$ cat src/rtl/prime_factor_seq.sv
// prime_factor_seq: trial-division factoriser by primes 2..23 with a wrapping factor-index display sequencer
module prime_factor_seq (
  input  logic       CLK,
  input  logic       nRST,
  input  logic       START,
  input  logic [7:0] NIN,
  input  logic       NEXT,
  output logic [3:0] DOUT,
  output logic [3:0] COUNT,
  output logic       BUSY,
  output logic       DONE,
  output logic       OVF
);
  typedef enum logic [1:0] {IDLE, DIV, CHECK, FIN} state_t;
  state_t state, state_nx;
  logic [7:0] n, r, q, p;
  logic [3:0] pi, wp;
  logic [2:0] rp;
  logic [3:0] fbuf [0:7];
  logic go, ge, last;
  assign go   = START && (state == IDLE || state == FIN);
  assign ge   = r >= p;
  assign last = pi == 4'd9;
  always_comb begin
    p = 8'd2;
    case (pi)
      4'd2:    p = 8'd3;
      4'd3:    p = 8'd5;
      4'd4:    p = 8'd7;
      4'd5:    p = 8'd11;
      4'd6:    p = 8'd13;
      4'd7:    p = 8'd17;
      4'd8:    p = 8'd19;
      4'd9:    p = 8'd23;
      default: p = 8'd2;
    endcase
  end
  always_ff @(posedge CLK or negedge nRST)
    if (!nRST) state <= IDLE;
    else state <= state_nx;
  always_comb begin
    state_nx = state;
    case (state)
      IDLE, FIN: if (go) state_nx = NIN < 8'd2 ? FIN : DIV;
      DIV:       if (!ge) state_nx = CHECK;
      CHECK:     state_nx = r == 8'd0 ? (q == 8'd1 ? FIN : DIV) : (last ? FIN : DIV);
      default:   state_nx = IDLE;
    endcase
  end
  always_ff @(posedge CLK or negedge nRST)
    if (!nRST) begin
      n   <= 8'd0;
      r   <= 8'd0;
      q   <= 8'd0;
      pi  <= 4'd1;
      wp  <= 4'd0;
      rp  <= 3'd0;
      OVF <= 1'b0;
    end else if (go) begin
      n   <= NIN;
      r   <= NIN;
      q   <= 8'd0;
      pi  <= 4'd1;
      wp  <= 4'd0;
      rp  <= 3'd0;
      OVF <= 1'b0;
    end else begin
      case (state)
        DIV: if (ge) begin
          r <= r - p;
          q <= q + 8'd1;
        end
        CHECK: if (r == 8'd0) begin
          wp <= wp + 4'd1;
          n  <= q;
          r  <= q;
          q  <= 8'd0;
        end else begin
          r <= n;
          q <= 8'd0;
          if (!last) pi <= pi + 4'd1;
          else begin
            wp  <= wp + 4'd1;
            OVF <= 1'b1;
          end
        end
        FIN: if (NEXT && wp != 4'd0) rp <= {1'b0, rp} == wp - 4'd1 ? 3'd0 : rp + 3'd1;
        default: ;
      endcase
    end
  // A residual prime above 23 is recorded as index 0 (dash)
  always_ff @(posedge CLK)
    if (state == CHECK && (r == 8'd0 || last)) fbuf[wp[2:0]] <= r == 8'd0 ? pi : 4'd0;
  assign BUSY  = state == DIV || state == CHECK;
  assign DONE  = state == FIN;
  assign COUNT = wp;
  assign DOUT  = (DONE && wp != 4'd0) ? fbuf[rp] : 4'd0;
endmodule
$ cat config.mk
export PLATFORM = sky130hd
export DESIGN_NAME = prime_factor_seq
export DESIGN_NICKNAME = d
export VERILOG_FILES = /design/src/rtl/prime_factor_seq.sv
export SDC_FILE = /design/constraint.sdc
export NUM_CORES = 1
export LEC_CHECK = 0
export ABC_CLOCK_PERIOD_IN_PS = 2700
export CORE_UTILIZATION = 54
export DETAILED_ROUTE_END_ITERATION = 6
export PLACE_DENSITY = 0.85
export SLEW_MARGIN = 15
export SYNTH_ARGS = -nofsm -noshare
export SYNTH_HDL_FRONTEND = slang
export SYNTH_SLANG_ARGS = --single-unit
$ cat constraint.sdc
create_clock -name CLK -period 2.7 [get_ports CLK]
set_clock_uncertainty 0.15 [all_clocks]
set_input_delay 0.54 -clock CLK [delete_from_list [all_inputs] [get_ports CLK]]
set_output_delay 0.54 -clock CLK [all_outputs]
set_load 0.05 [all_outputs]
==> flow_summary.json <==
{
  "outcome": "finished with violations",
  "violations_in_the_final_reports": "negative setup slack",
  "comb_power_share": 0.564,
  "setup_tns_ns": -2.87,
  "buffer_ports.inserted": 22,
  "worst-endpoint-required_ns": 2.74,
  "timing.critical_path.from_type": "flip-flop",
  "finalNonFillerCells": 507,
  "ys_ff_latch": 70,
  "pwr_density_cell_mw_per_mm2": 1110,
  "vias": 3057,
  "firstDrtPassIters": 4,
  "report.final.hold_viol_count": 0,
  "min_period_over_period": 1.14,
  "fp.coreArea_mm2": 0.00687,
  "groute.usage.overall": 0.264,
  "clock_latency_ns": 0.37,
  "critPathCaptureType": "flip-flop",
  "numPlacedInstances": 483,
  "final_nets": 439,
  "routedWlPerCell_um": 18.7,
  "post_route_worst_setup_slack_ns": -0.385,
  "layout_commonest_cell": "sky130_fd_sc_hd__buf_4",
  "ys_async_sr_fraction": 0.543,
  "critical_path_class": "reg2reg",
  "drc_errors": 0,
  "number_of_antenna_violations_at_the_first_check_in_global_routing": 0,
  "clk_pin_slew_worst_paths_ns": 0.09,
  "yosysWarningCount": 0,
  "power_frac_clock": 0.155,
  "yosysSeqAreaShare": 0.492,
  "drive_above_1_share": 0.263,
  "die_h_um": 86.9,
  "relSlewSlack": 0.418,
  "setup_violations": 18,
  "routability_congestion_estimate_from_global_placement": 0.893,
  "finalCriticalPeriod_ns": 3.09,
  "synth-main-ff-cell": "sky130_fd_sc_hd__dfrtp_1",
  "timing_worst_slew_pin_value_ns": 0.873,
  "synth_area_mm2": 0.00389,
  "max_freq_mhz": 324,
  "std_cell_rows": 30,
  "grt_setup_unrepaired": "yes",
  "hold_path_class": "in2async",
  "die_outline_width_um": 86.9,
  "timing.hold.ws_ns": 0.114,
  "detailedPlacementHpwl_mm": 6.35,
  "area_share_of_the_largest_cell_type_after_synthesis": 0.247,
  "synthesis.instances": 350,
  "cts-root-buf": "sky130_fd_sc_hd__clkbuf_8",
  "ios": 23,
  "dieArea_mm2": 0.00755,
  "switching_share": 0.427,
  "grt_start_max_net_pins": 39,
  "detail_route.iter0.violations": 216,
  "routed_via_density": 6.03,
  "synth-edff-count": 32,
  "place_ws_ns": -0.161,
  "start_util": 0.566,
  "tritoncts.num_buffers": 9,
  "p_total_mw": 5.32,
  "syn_nets": 383,
  "synthesis.area_per_instance_um2": 11.1,
  "slew_viol_final": 0,
  "cts.path.max_buffers": 2,
  "synth_largest_area_cell": "sky130_fd_sc_hd__edfxtp_1",
  "hold_buffers": 0,
  "ctsHtreeMaxLevel": 3,
  "grt_pass1_vias": 3078,
  "grt_first_pass_wirelength_mm": 14.8,
  "most-common-layout-cells": "sky130_fd_sc_hd__buf_4, sky130_fd_sc_hd__dfrtp_1, sky130_fd_sc_hd__nand2_1, sky130_fd_sc_hd__edfxtp_1, sky130_fd_sc_hd__nor2_1",
  "synth_cell_type_count": 58,
  "worst_endpoint_data_arrival_time_ns": 3.13,
  "internal_power_mw": 3.04,
  "clock_sinks": 70,
  "maxcap_violations": 0,
  "antenna_cells_inserted": 0,
  "leakagePower_nw": 1.97,
  "power.switching_mw": 2.27,
  "share_seq_of_total_power": 0.281,
  "clock_tree_from_tritoncts": "done",
  "worst-path-max-fanout": 6,
  "postRouteAntennaNets": 0,
  "synth_area_leaders": "sky130_fd_sc_hd__edfxtp_1, sky130_fd_sc_hd__dfrtp_1, sky130_fd_sc_hd__ha_1, sky130_fd_sc_hd__mux4_2, sky130_fd_sc_hd__mux2i_1",
  "vdd.ir_drop.worst_mv": 0.851,
  "postRouteWirelength_mm": 9.47,
  "grt.overflow.total": 0,
  "area.growth.synth_to_final_pct": 22.5
}
logic make-up after synthesis:
kind of cell	count (synthesis)	share of synthesized area
buf+inv	33	0.0347
mux	26	0.0974
xor+xnor	11	0.0248
compound gates	75	0.137
fa+ha+maj	21	0.0695
simple gates	114	0.145
flops	70	0.492
critical path, stage by stage, from the launching register on:
cell and delay, ns:
sky130_fd_sc_hd__dfstp_2 0.57, sky130_fd_sc_hd__ha_2 0.18, sky130_fd_sc_hd__ha_1 0.15, sky130_fd_sc_hd__mux2i_1 0.11, sky130_fd_sc_hd__ha_2 0.43, sky130_fd_sc_hd__and4b_2 0.29, sky130_fd_sc_hd__a211oi_4 0.10, sky130_fd_sc_hd__buf_4 0.16
sky130_fd_sc_hd__a21oi_2 0.32, sky130_fd_sc_hd__o21a_1 0.25, sky130_fd_sc_hd__o221ai_1 0.21
final timing paths:
check                       from  endpoint  cells past startpoint  slack, ns
max                        pi[0]      r[5]                     10      -0.39
min in group CLK            n[5]      n[5]                      2       0.34
max in group asynchronous   nRST     rp[0]                      1       1.67
max reg2reg                pi[0]      r[5]                     10      -0.39
min                         nRST  state[0]                      1       0.11
min reg2reg                 n[5]      n[5]                      2       0.34
power by group through the flow:
| stage | logic, mW | clock network, mW | registers, mW |
|---|---|---|---|
| final | 3.00 | 0.825 | 1.49 |
| after CTS | 2.67 | 0.831 | 1.48 |
| after global routing | 3.24 | 0.865 | 1.51 |
| after detailed placement | 2.53 | 0 | 1.50 |
| after global placement | 2.45 | 0 | 1.49 |
| after floorplan | 1.76 | 0 | 1.45 |
Yosys cell counts, types with 6 or more instances:
master and instances:
sky130_fd_sc_hd__a21o_1 8, sky130_fd_sc_hd__a21oi_1 12, sky130_fd_sc_hd__clkbuf_1 12, sky130_fd_sc_hd__dfrtp_1 37, sky130_fd_sc_hd__edfxtp_1 32, sky130_fd_sc_hd__ha_1 20, sky130_fd_sc_hd__inv_1 16, sky130_fd_sc_hd__mux2i_1 15
sky130_fd_sc_hd__mux4_2 8, sky130_fd_sc_hd__nand2_1 37, sky130_fd_sc_hd__nand3_1 8, sky130_fd_sc_hd__nor2_1 28, sky130_fd_sc_hd__nor3_1 7, sky130_fd_sc_hd__o211ai_1 6, sky130_fd_sc_hd__o21ai_0 15, sky130_fd_sc_hd__xnor2_1 8
what timing repair did:
action	in CTS	in global routing
pin swaps	1	10
endpoints found under the setup margin	22	22
setup buffers	3	6
resized for setup	8	27
gates cloned	0	0
flip-flops by register name (all words and copies together), names as in the netlist:
register	cells
fbuf	32
pi	4
q	8
rp	3
COUNT	4
OVF	1
r	8
state	2
n	8
area by class of cell:
cell class                 instances  area, µm²
clock buffer                       9        124
fill                             475       2100
sequential                        70       1920
clock inverter                     7       63.8
inverter                          16       60.1
timing repair buffer              62        531
multi-input combinational        247       1950
tap                               96        120
per-stage QoR:
stage                     instance area, µm²   util
after detailed placement                4420  0.644
after floorplan                         3930      -
after global routing                    4770  0.694
after CTS                               4650  0.677
after global placement                  4420  0.644
final                                   4770  0.694
per-layer routing:
| metal | global-route usage | wire length [µm] | up-vias |
|---|---|---|---|
| met5 | 0 | 0 | - |
| met4 | 0.168 | 438 | 0 |
| met3 | 0.0512 | 585 | 40 |
| met2 | 0.428 | 4690 | 138 |
| met1 | 0.324 | 3760 | 1478 |
| li1 | - | - | 1401 |
Note: power is estimated with default switching activity, not from simulation.
